[src/rtl/hazard_pkg.sv]
// Shared constants for the pipeline hazard controller: forward-select encodings,
// default MDU latencies and the Tuse/Tnew values emitted by the controller decoder.
package hazard_pkg;

  localparam logic [1:0] FWD_RF = 2'd0;
  localparam logic [1:0] FWD_W  = 2'd1;
  localparam logic [1:0] FWD_M  = 2'd2;
  localparam logic [1:0] FWD_E  = 2'd3;

  localparam int unsigned MULT_LAT_DEF = 5;
  localparam int unsigned DIV_LAT_DEF  = 10;

  // Tuse: cycles from D until the operand is consumed.
  localparam logic [1:0] TUSE_BRANCH = 2'd0;
  localparam logic [1:0] TUSE_ALU    = 2'd1;
  localparam logic [1:0] TUSE_STORE  = 2'd2;

  // Tnew: cycles from the current stage until the result exists.
  localparam logic [1:0] TNEW_READY = 2'd0;
  localparam logic [1:0] TNEW_ALU   = 2'd1;
  localparam logic [1:0] TNEW_LOAD  = 2'd2;

endpackage

[src/rtl/md_busy_tracker.sv]
// Tracks how long the multiply/divide unit stays busy after a launch from E.
module md_busy_tracker
  import hazard_pkg::*;
#(
  parameter int unsigned MULT_LAT = MULT_LAT_DEF,
  parameter int unsigned DIV_LAT  = DIV_LAT_DEF
) (
  input  logic clk,
  input  logic reset,
  input  logic md_start,
  input  logic md_is_div,
  output logic md_busy
);

  localparam int unsigned MaxLat = (MULT_LAT > DIV_LAT) ? MULT_LAT : DIV_LAT;
  localparam int unsigned CntW   = $clog2(MaxLat + 1);

  logic [CntW-1:0] md_cnt_d, md_cnt_q;

  // A launch always reloads, so an illegal overlapping launch means latest wins.
  always_comb begin
    md_cnt_d = md_cnt_q;
    if (md_start) begin
      md_cnt_d = md_is_div ? CntW'(DIV_LAT) : CntW'(MULT_LAT);
    end else if (md_cnt_q != '0) begin
      md_cnt_d = md_cnt_q - CntW'(1);
    end
  end

  always_ff @(posedge clk) begin
    if (reset) begin
      md_cnt_q <= '0;
    end else begin
      md_cnt_q <= md_cnt_d;
    end
  end

  assign md_busy = (md_cnt_q != '0);

  overlap_launch: assert property (@(posedge clk) disable iff (reset) !(md_start && md_busy))
    else $error("md_busy_tracker: MDU launched while still busy");

endmodule

[src/rtl/hazard_ctrl.sv]
// Stall/forward controller for the 5-stage pipeline with an MDU busy tracker.
// Defining HAZARD_STALL_CNT_EN adds the saturating stall_cnt output.
module hazard_ctrl
  import hazard_pkg::*;
#(
  parameter int unsigned REG_AW   = 5,
  parameter int unsigned T_W      = 2,
  parameter int unsigned MULT_LAT = MULT_LAT_DEF,
  parameter int unsigned DIV_LAT  = DIV_LAT_DEF
`ifdef HAZARD_STALL_CNT_EN
  ,
  parameter int unsigned CNT_W    = 32
`endif
) (
  input  logic              clk,
  input  logic              reset,
  input  logic              rs_read_D,
  input  logic              rt_read_D,
  input  logic [REG_AW-1:0] rs_D,
  input  logic [REG_AW-1:0] rt_D,
  input  logic [T_W-1:0]    rs_tuse_D,
  input  logic [T_W-1:0]    rt_tuse_D,
  input  logic [REG_AW-1:0] a3_E,
  input  logic [REG_AW-1:0] a3_M,
  input  logic [REG_AW-1:0] a3_W,
  input  logic [T_W-1:0]    tnew_E,
  input  logic [T_W-1:0]    tnew_M,
  input  logic              md_use_D,
  input  logic              md_start_E,
  input  logic              md_is_div_E,
  output logic              stall_pc,
  output logic              stall_id,
  output logic              flush_ex,
  output logic [1:0]        fwd_rs_D,
  output logic [1:0]        fwd_rt_D,
`ifdef HAZARD_STALL_CNT_EN
  output logic [CNT_W-1:0]  stall_cnt,
`endif
  output logic              md_busy
);

  logic rs_clash, rt_clash, md_clash, stall;

  function automatic logic data_clash(input logic              rd,
                                      input logic [REG_AW-1:0] src,
                                      input logic [T_W-1:0]    tuse,
                                      input logic [REG_AW-1:0] a3,
                                      input logic [T_W-1:0]    tnew);
    return rd && (src == a3) && (a3 != '0) && (tuse < tnew);
  endfunction

  function automatic logic [1:0] fwd_sel(input logic [REG_AW-1:0] src,
                                         input logic [REG_AW-1:0] e,
                                         input logic [T_W-1:0]    te,
                                         input logic [REG_AW-1:0] m,
                                         input logic [T_W-1:0]    tm,
                                         input logic [REG_AW-1:0] w);
    if (src == e && e != '0 && te == '0) return FWD_E;
    if (src == m && m != '0 && tm == '0) return FWD_M;
    if (src == w && w != '0) return FWD_W;
    return FWD_RF;
  endfunction

  md_busy_tracker #(
    .MULT_LAT (MULT_LAT),
    .DIV_LAT  (DIV_LAT)
  ) u_md_busy_tracker (
    .clk       (clk),
    .reset     (reset),
    .md_start  (md_start_E),
    .md_is_div (md_is_div_E),
    .md_busy   (md_busy)
  );

  always_comb begin
    rs_clash = data_clash(rs_read_D, rs_D, rs_tuse_D, a3_E, tnew_E) |
               data_clash(rs_read_D, rs_D, rs_tuse_D, a3_M, tnew_M);
    rt_clash = data_clash(rt_read_D, rt_D, rt_tuse_D, a3_E, tnew_E) |
               data_clash(rt_read_D, rt_D, rt_tuse_D, a3_M, tnew_M);
    // The launch cycle itself also stalls, before md_busy has risen.
    md_clash = md_use_D && (md_busy || md_start_E);
    stall    = rs_clash || rt_clash || md_clash;
  end

  assign stall_pc = stall;
  assign stall_id = stall;
  assign flush_ex = stall;

  assign fwd_rs_D = fwd_sel(rs_D, a3_E, tnew_E, a3_M, tnew_M, a3_W);
  assign fwd_rt_D = fwd_sel(rt_D, a3_E, tnew_E, a3_M, tnew_M, a3_W);

`ifdef HAZARD_STALL_CNT_EN
  logic [CNT_W-1:0] stall_cnt_d, stall_cnt_q;

  always_comb begin
    stall_cnt_d = stall_cnt_q;
    if (stall && stall_cnt_q != '1) begin
      stall_cnt_d = stall_cnt_q + CNT_W'(1);
    end
  end

  always_ff @(posedge clk) begin
    if (reset) begin
      stall_cnt_q <= '0;
    end else begin
      stall_cnt_q <= stall_cnt_d;
    end
  end

  assign stall_cnt = stall_cnt_q;
`endif

endmodule
[config.mk]
export PLATFORM = sky130hd
export DESIGN_NAME = hazard_ctrl
export DESIGN_NICKNAME = d
export VERILOG_FILES = /design/src/rtl/hazard_pkg.sv /design/src/rtl/md_busy_tracker.sv /design/src/rtl/hazard_ctrl.sv
export SDC_FILE = /design/constraint.sdc
export NUM_CORES = 1
export LEC_CHECK = 0
export BUFFER_PORTS_ARGS = -buffer_cell sky130_fd_sc_hd__buf_4
export CAP_MARGIN = 20
export CORE_MARGIN = 2
export CORE_UTILIZATION = 43
export DETAILED_ROUTE_END_ITERATION = 16
export PLACE_DENSITY = 0.76
export SLEW_MARGIN = 20
export SYNTH_ARGS = -nofsm -noshare
export SYNTH_HDL_FRONTEND = slang
export SYNTH_SLANG_ARGS = --single-unit
[constraint.sdc]
create_clock -name clk -period 2.09 [get_ports clk]
set_input_delay 0.1045 -clock clk [delete_from_list [all_inputs] [get_ports clk]]
set_output_delay 0.1045 -clock clk [all_outputs]
set_load 0.03 [all_outputs]
# Word-level counts from Yosys, hierarchy flattened
# Cells that the tools add are included.
# word_totals
input_bits,40
register_bits,4
output_inout_bits,8
# classes
eq_ne,6
n_addsub,1
magnitude_cmp,4
muxes,27
reduce_logical,33
bitwise,2
# op_table
op,n
5-bit equality test,6
2-bit two-way mux,12
1-bit logical AND,23
5-bit nonzero test,3
1-bit two-way mux,12
4-bit two-way mux,3
2-bit less-than comparator,4
2-bit zero test,2
4-bit nonzero test,1
"4-bit by 1-bit subtractor with 4-bit output, second input constant",1
1-bit logical OR,3
1-bit bitwise OR,2
2-bit nonzero test,1

# Depth between registers and ports, before layout
# depth
depth_word,10
ltp_mapped,8

# Hierarchy
# Synthesis repeated with hierarchy kept, for this count alone.
# unflattened
hier_cells,105
area_unflattened_um2,838.3
# by_module_without_submodules
mod,area_each_um2,n_inst,cells_per_inst,seq_area_each_um2
hazard_ctrl,605.6,1,79,0.0
md_busy_tracker,232.7,1,26,80.1

# Least setup slack after synthesis
# Ideal clock, no wire load.
# synth_path
path_kind,reg2out
from,register u_md_busy_tracker.md_cnt_q[0]
to,output port stall_id
path_stages_with_launch,9
t_arrival_ns,2.073
slack_ns,-0.088
path_buffers,2
cell_sequence,dfxtp_1 -> inv_1 -> ha_1 -> or3b_2 -> clkbuf_1 -> o21ai_0 -> o31ai_1 -> a211o_1 -> buf_4
# synth_via
elab_chain_cells,4
# synth_rtl
item,line,text
from (decl),md_busy_tracker.sv:18,"logic [CntW-1:0] md_cnt_d, md_cnt_q;"
from (signal assigned),md_busy_tracker.sv:34,md_cnt_q <= md_cnt_d;
4-bit nonzero test,md_busy_tracker.sv:38,assign md_busy = (md_cnt_q != '0);
via md_busy,hazard_ctrl.sv:39,output logic md_busy
1-bit logical OR,hazard_ctrl.sv:81,md_clash = md_use_D && (md_busy || md_start_E);
1-bit logical AND,hazard_ctrl.sv:81,
1-bit logical OR,hazard_ctrl.sv:82,stall = rs_clash || rt_clash || md_clash;
to (decl),hazard_ctrl.sv:32,"output logic stall_id,"
# The timed path passes the listed nets, and every way through them passes these cells.

# Worst setup path in the final report
# layout_path
from,register u_md_busy_tracker.md_cnt_q[0]
to,output port flush_ex
# layout_via
elab_chain_cells,4
# layout_rtl
item,line,text
4-bit nonzero test,md_busy_tracker.sv:38,
1-bit logical OR,hazard_ctrl.sv:81,
1-bit logical AND,hazard_ctrl.sv:81,
1-bit logical OR,hazard_ctrl.sv:82,
to (decl),hazard_ctrl.sv:33,"output logic flush_ex,"
# No other way between the ends.

==> summary.txt <==
Critical path
  – Critical path startpoint category: flip-flop
  – Worst path top cell family by delay: compound AO/OA/AOI/OAI gates
  – Worst-path maximum fanout: 6
  – CP Data Required Time: 1.99 ns
  – R2R depth: 6
  – Slowest cell on the critical path: or3b_4
  – Flop2flop setup slack: 0.65 ns
  – Worst setup EP type: output pin
  – CP cell instances: inv_1, ha_1, or3b_4, o21ai_1, o31ai_1, a211o_2, buf_4
  – CP max stage delay: 0.41 ns
  – Crit path DAT: 1.86 ns
  – R2R Path Start: u_md_busy_tracker.md_cnt_q[0]
  – Buffers and inverters on the worst path: 2
  – RR Endpoint: u_md_busy_tracker.md_cnt_q[1]
  – CP Class: reg -> out

Yosys
  – Syn Nets: 151
  – Sequential fraction of the synthesis area: 9.877%
  – Synth Cell Area: 810.8 um^2
  – Synth Area in Simple Gates: 26.85%
  – Mux contribution to synthesized area: 0%
  – Synth Area in Compound Gates: 13.27%
  – Largest family of logic cells by synthesized area: XOR/XNOR gates
  – Top post-synthesis cells by area: xor2_1 22%, xnor2_1 14%, dfxtp_1 9.9%, ha_1 9.3%, o21ai_0 4.3%
  – Synth Area in XOR/XNOR: 35.65%
  – Syn_area_per_cell: 7.722 um^2
  – Warnings from Yosys: 0
  – Synth Area in Adders: 9.259%
  – Largest area contributor in the netlist: xor2_1
  – Count of cell types in the netlist: 29
  – Area share of the largest cell type after synthesis: 21.60%
  – Yosys reg bits: 4
  – Mapped Cells: 105

Layout
  – Largest register FFs: 4
  – Filler cell count: 171
  – Reg with most FFs: u_md_busy_tracker.md_cnt_q
  – Largest registers: u_md_busy_tracker.md_cnt_q: 4 flops
  – Diode count: 0
  – Synth-to-layout area growth: 49.23%
  – Register area: 80.08 um^2
  – Multi-input logic area: 693.2 um^2
  – Share of layout cells above drive strength 1: 35.95%
  – Final Cell Area: 0.001210 mm^2
  – Nets: 201

Clock tree
  – CTS tree: yes
  – H-tree depth: 1
  – Root buffer cell: clkbuf_4
  – Clock buffer depth: 2
  – TritonCTS Buffers: 3
  – CTS clk-pin slew, worst paths: 0.03 ns
  – TritonCTS Sinks: 4
  – Worst skew pair latency: 0.23 ns
  – Post-CTS setup buffer count: 0
  – Cts repair resizes: 1
  – CTS hold repair buffers: 0

Placement
  – Area after DPL: 0.001185 mm^2
  – Placed wire-length estimate: 2014 um
  – GP Congestion: 0.8096
  – PortBufs: 47

STA
  – # setup viols final: 0
  – Fin Setup TNS: 0 ns
  – Final Hold Viols: 0
  – Slew headroom: 76.94%
  – Minimum clock period: 1.969 ns
  – Fin. max-slew vios: 0
  – Final period util: 94.19%
  – Peak Freq: 508.0 MHz
  – RSZ-0062 raised after global routing: no
  – Slew @ Worst Pin: 0.3415 ns
  – Clk_skew: 0.0003598 ns

Global routing
  – Grt met2 use: 42.43%
  – Total track usage: 23.36%
  – Grt met3 use: 3.396%
  – Largest net degree at the start of global routing: 8
  – GRT met1 Usage: 26.92%
  – First-pass GRT wire length: 3636 um
  – Vias in the first global route: 920
  – Total global routing overflow: 0
  – Grt peak-use layer: met2
  – Initial antenna violation count: 0

Power
  – Maximum VDD drop: 0.2040 mV
  – Power Dens Cells: 383.8 mW/mm^2
  – Lkg Pwr: 0.5545 nW

Die
  – Full die area: 0.002249 mm^2
  – Initial Util: 46.45%
  – Die width: 47.42 um
  – # IOs: 48
  – Core area: 0.001745 mm^2
  – Die Height: 47.42 um
  – # rows: 15

Routing
  – Residual DRC: 0
  – Total Routed Length: 2234 um
  – DR vias/cell: 5.124
  – Via Count: 912
  – DRT antenna net count: 0
  – Drt pass-1 iters: 4
  – DR iter-0 viols: 8
  – Wire per inst: 12.55 um

Hold path
  – HP Class: in -> reg
  – Hold Path Sink: u_md_busy_tracker.md_cnt_q[0]
  – WHS Path Cells: 2
  – Hold wc startpoint: reset

Status
  – Status: completed

Run
  – Max_cap viols: 0
## final cells by class
| class | count | area share (%) |
|---|---|---|
| Clock buffer | 3 | 1.861 |
| Inverter | 6 | 1.861 |
| Multi-Input combinational cell | 92 | 57.29 |
| Sequential cell | 4 | 6.618 |
| Tap cell | 25 | 2.585 |
| Timing Repair Buffer | 48 | 29.78 |
## routing by layer
layer | wire (um) | part of all wire [%]
met5 | 0 | 0
met3 | 103 | 4.6
met1 | 896 | 40
met2 | 1215 | 54
met4 | 19 | 0.85
## placed cells by master, fill, tap and decap left out, types with 2 or more instances in the layout
| master | n |
|---|---|
| o41ai_1 | 2 |
| buf_4 | 48 |
| xor2_1 | 20 |
| ha_1 | 6 |
| nor3_1 | 6 |
| clkbuf_4 | 3 |
| a21oi_1 | 2 |
| nand3b_1 | 2 |
| nor4_1 | 4 |
| nand3_1 | 6 |
| nor2_1 | 6 |
| xnor2_1 | 13 |
| or4_1 | 4 |
| o21ai_0 | 6 |
| inv_1 | 6 |
| dfxtp_1 | 4 |
| or3b_1 | 2 |
## stage by stage
stage / util, % / setup slack [ns] / hold slack, ns / instances / total power [W]
floorplan: - / 0.02038 / 0.1736 / 105 / 0.0002511
global route: 69.32 / 0.04241 / 0.06123 / 178 / 0.0005070
detailed placement: 67.89 / 0.2049 / 0.2987 / 175 / 0.0003714
global placement: 67.89 / 0.2597 / 0.2975 / 175 / 0.0003635
finish: 69.32 / 0.1214 / 0.06001 / 178 / 0.0004644
CTS: 69.32 / 0.06788 / 0.05103 / 178 / 0.0004724
## logic make-up (layout without fill, tap and decap cells)
family	after synthesis	in the layout
compound gates	17	17
buf+inv	9	57
simple gates	36	36
fa+ha+maj	6	6
flops	4	4
xor+xnor	33	33
## where the power goes
group	total [W]	internal [W]	switching, W
registers	0.0000928	0.0000855	0.00000735
logic	0.000280	0.000142	0.000138
clock network	0.0000916	0.0000640	0.0000277
## worst max path at each step
stage          depth (start not counted)  slack [ns]        to                     startpoint
6_report                               7        0.12  flush_ex  u_md_busy_tracker.md_cnt_q[0]
5_1_grt                                7        0.04  stall_id  u_md_busy_tracker.md_cnt_q[0]
4_1_cts                                7        0.07  flush_ex  u_md_busy_tracker.md_cnt_q[0]
3_5_place_dp                           7        0.20  flush_ex  u_md_busy_tracker.md_cnt_q[0]
3_3_place_gp                           7        0.26  flush_ex  u_md_busy_tracker.md_cnt_q[0]
2_1_floorplan                          8        0.02  stall_id  u_md_busy_tracker.md_cnt_q[0]
## synth_stat cells
cell type / number
a211o_1: 1
a211oi_1: 1
a21oi_1: 2
a22oi_1: 1
buf_4: 2
clkbuf_1: 1
dfxtp_1: 4
ha_1: 6
inv_1: 6
nand2_1: 1
nand2b_1: 1
nand3_1: 6
nand3b_1: 2
nor2_1: 6
nor2_4: 1
nor2b_1: 1
nor3_1: 6
nor4_1: 4
o21a_1: 1
o21ai_0: 7
o22ai_1: 1
o31ai_1: 1
o41ai_1: 2
or3b_1: 2
or3b_2: 1
or4_1: 4
or4_4: 1
xnor2_1: 13
xor2_1: 20
(Power assumes the default switching activity.)
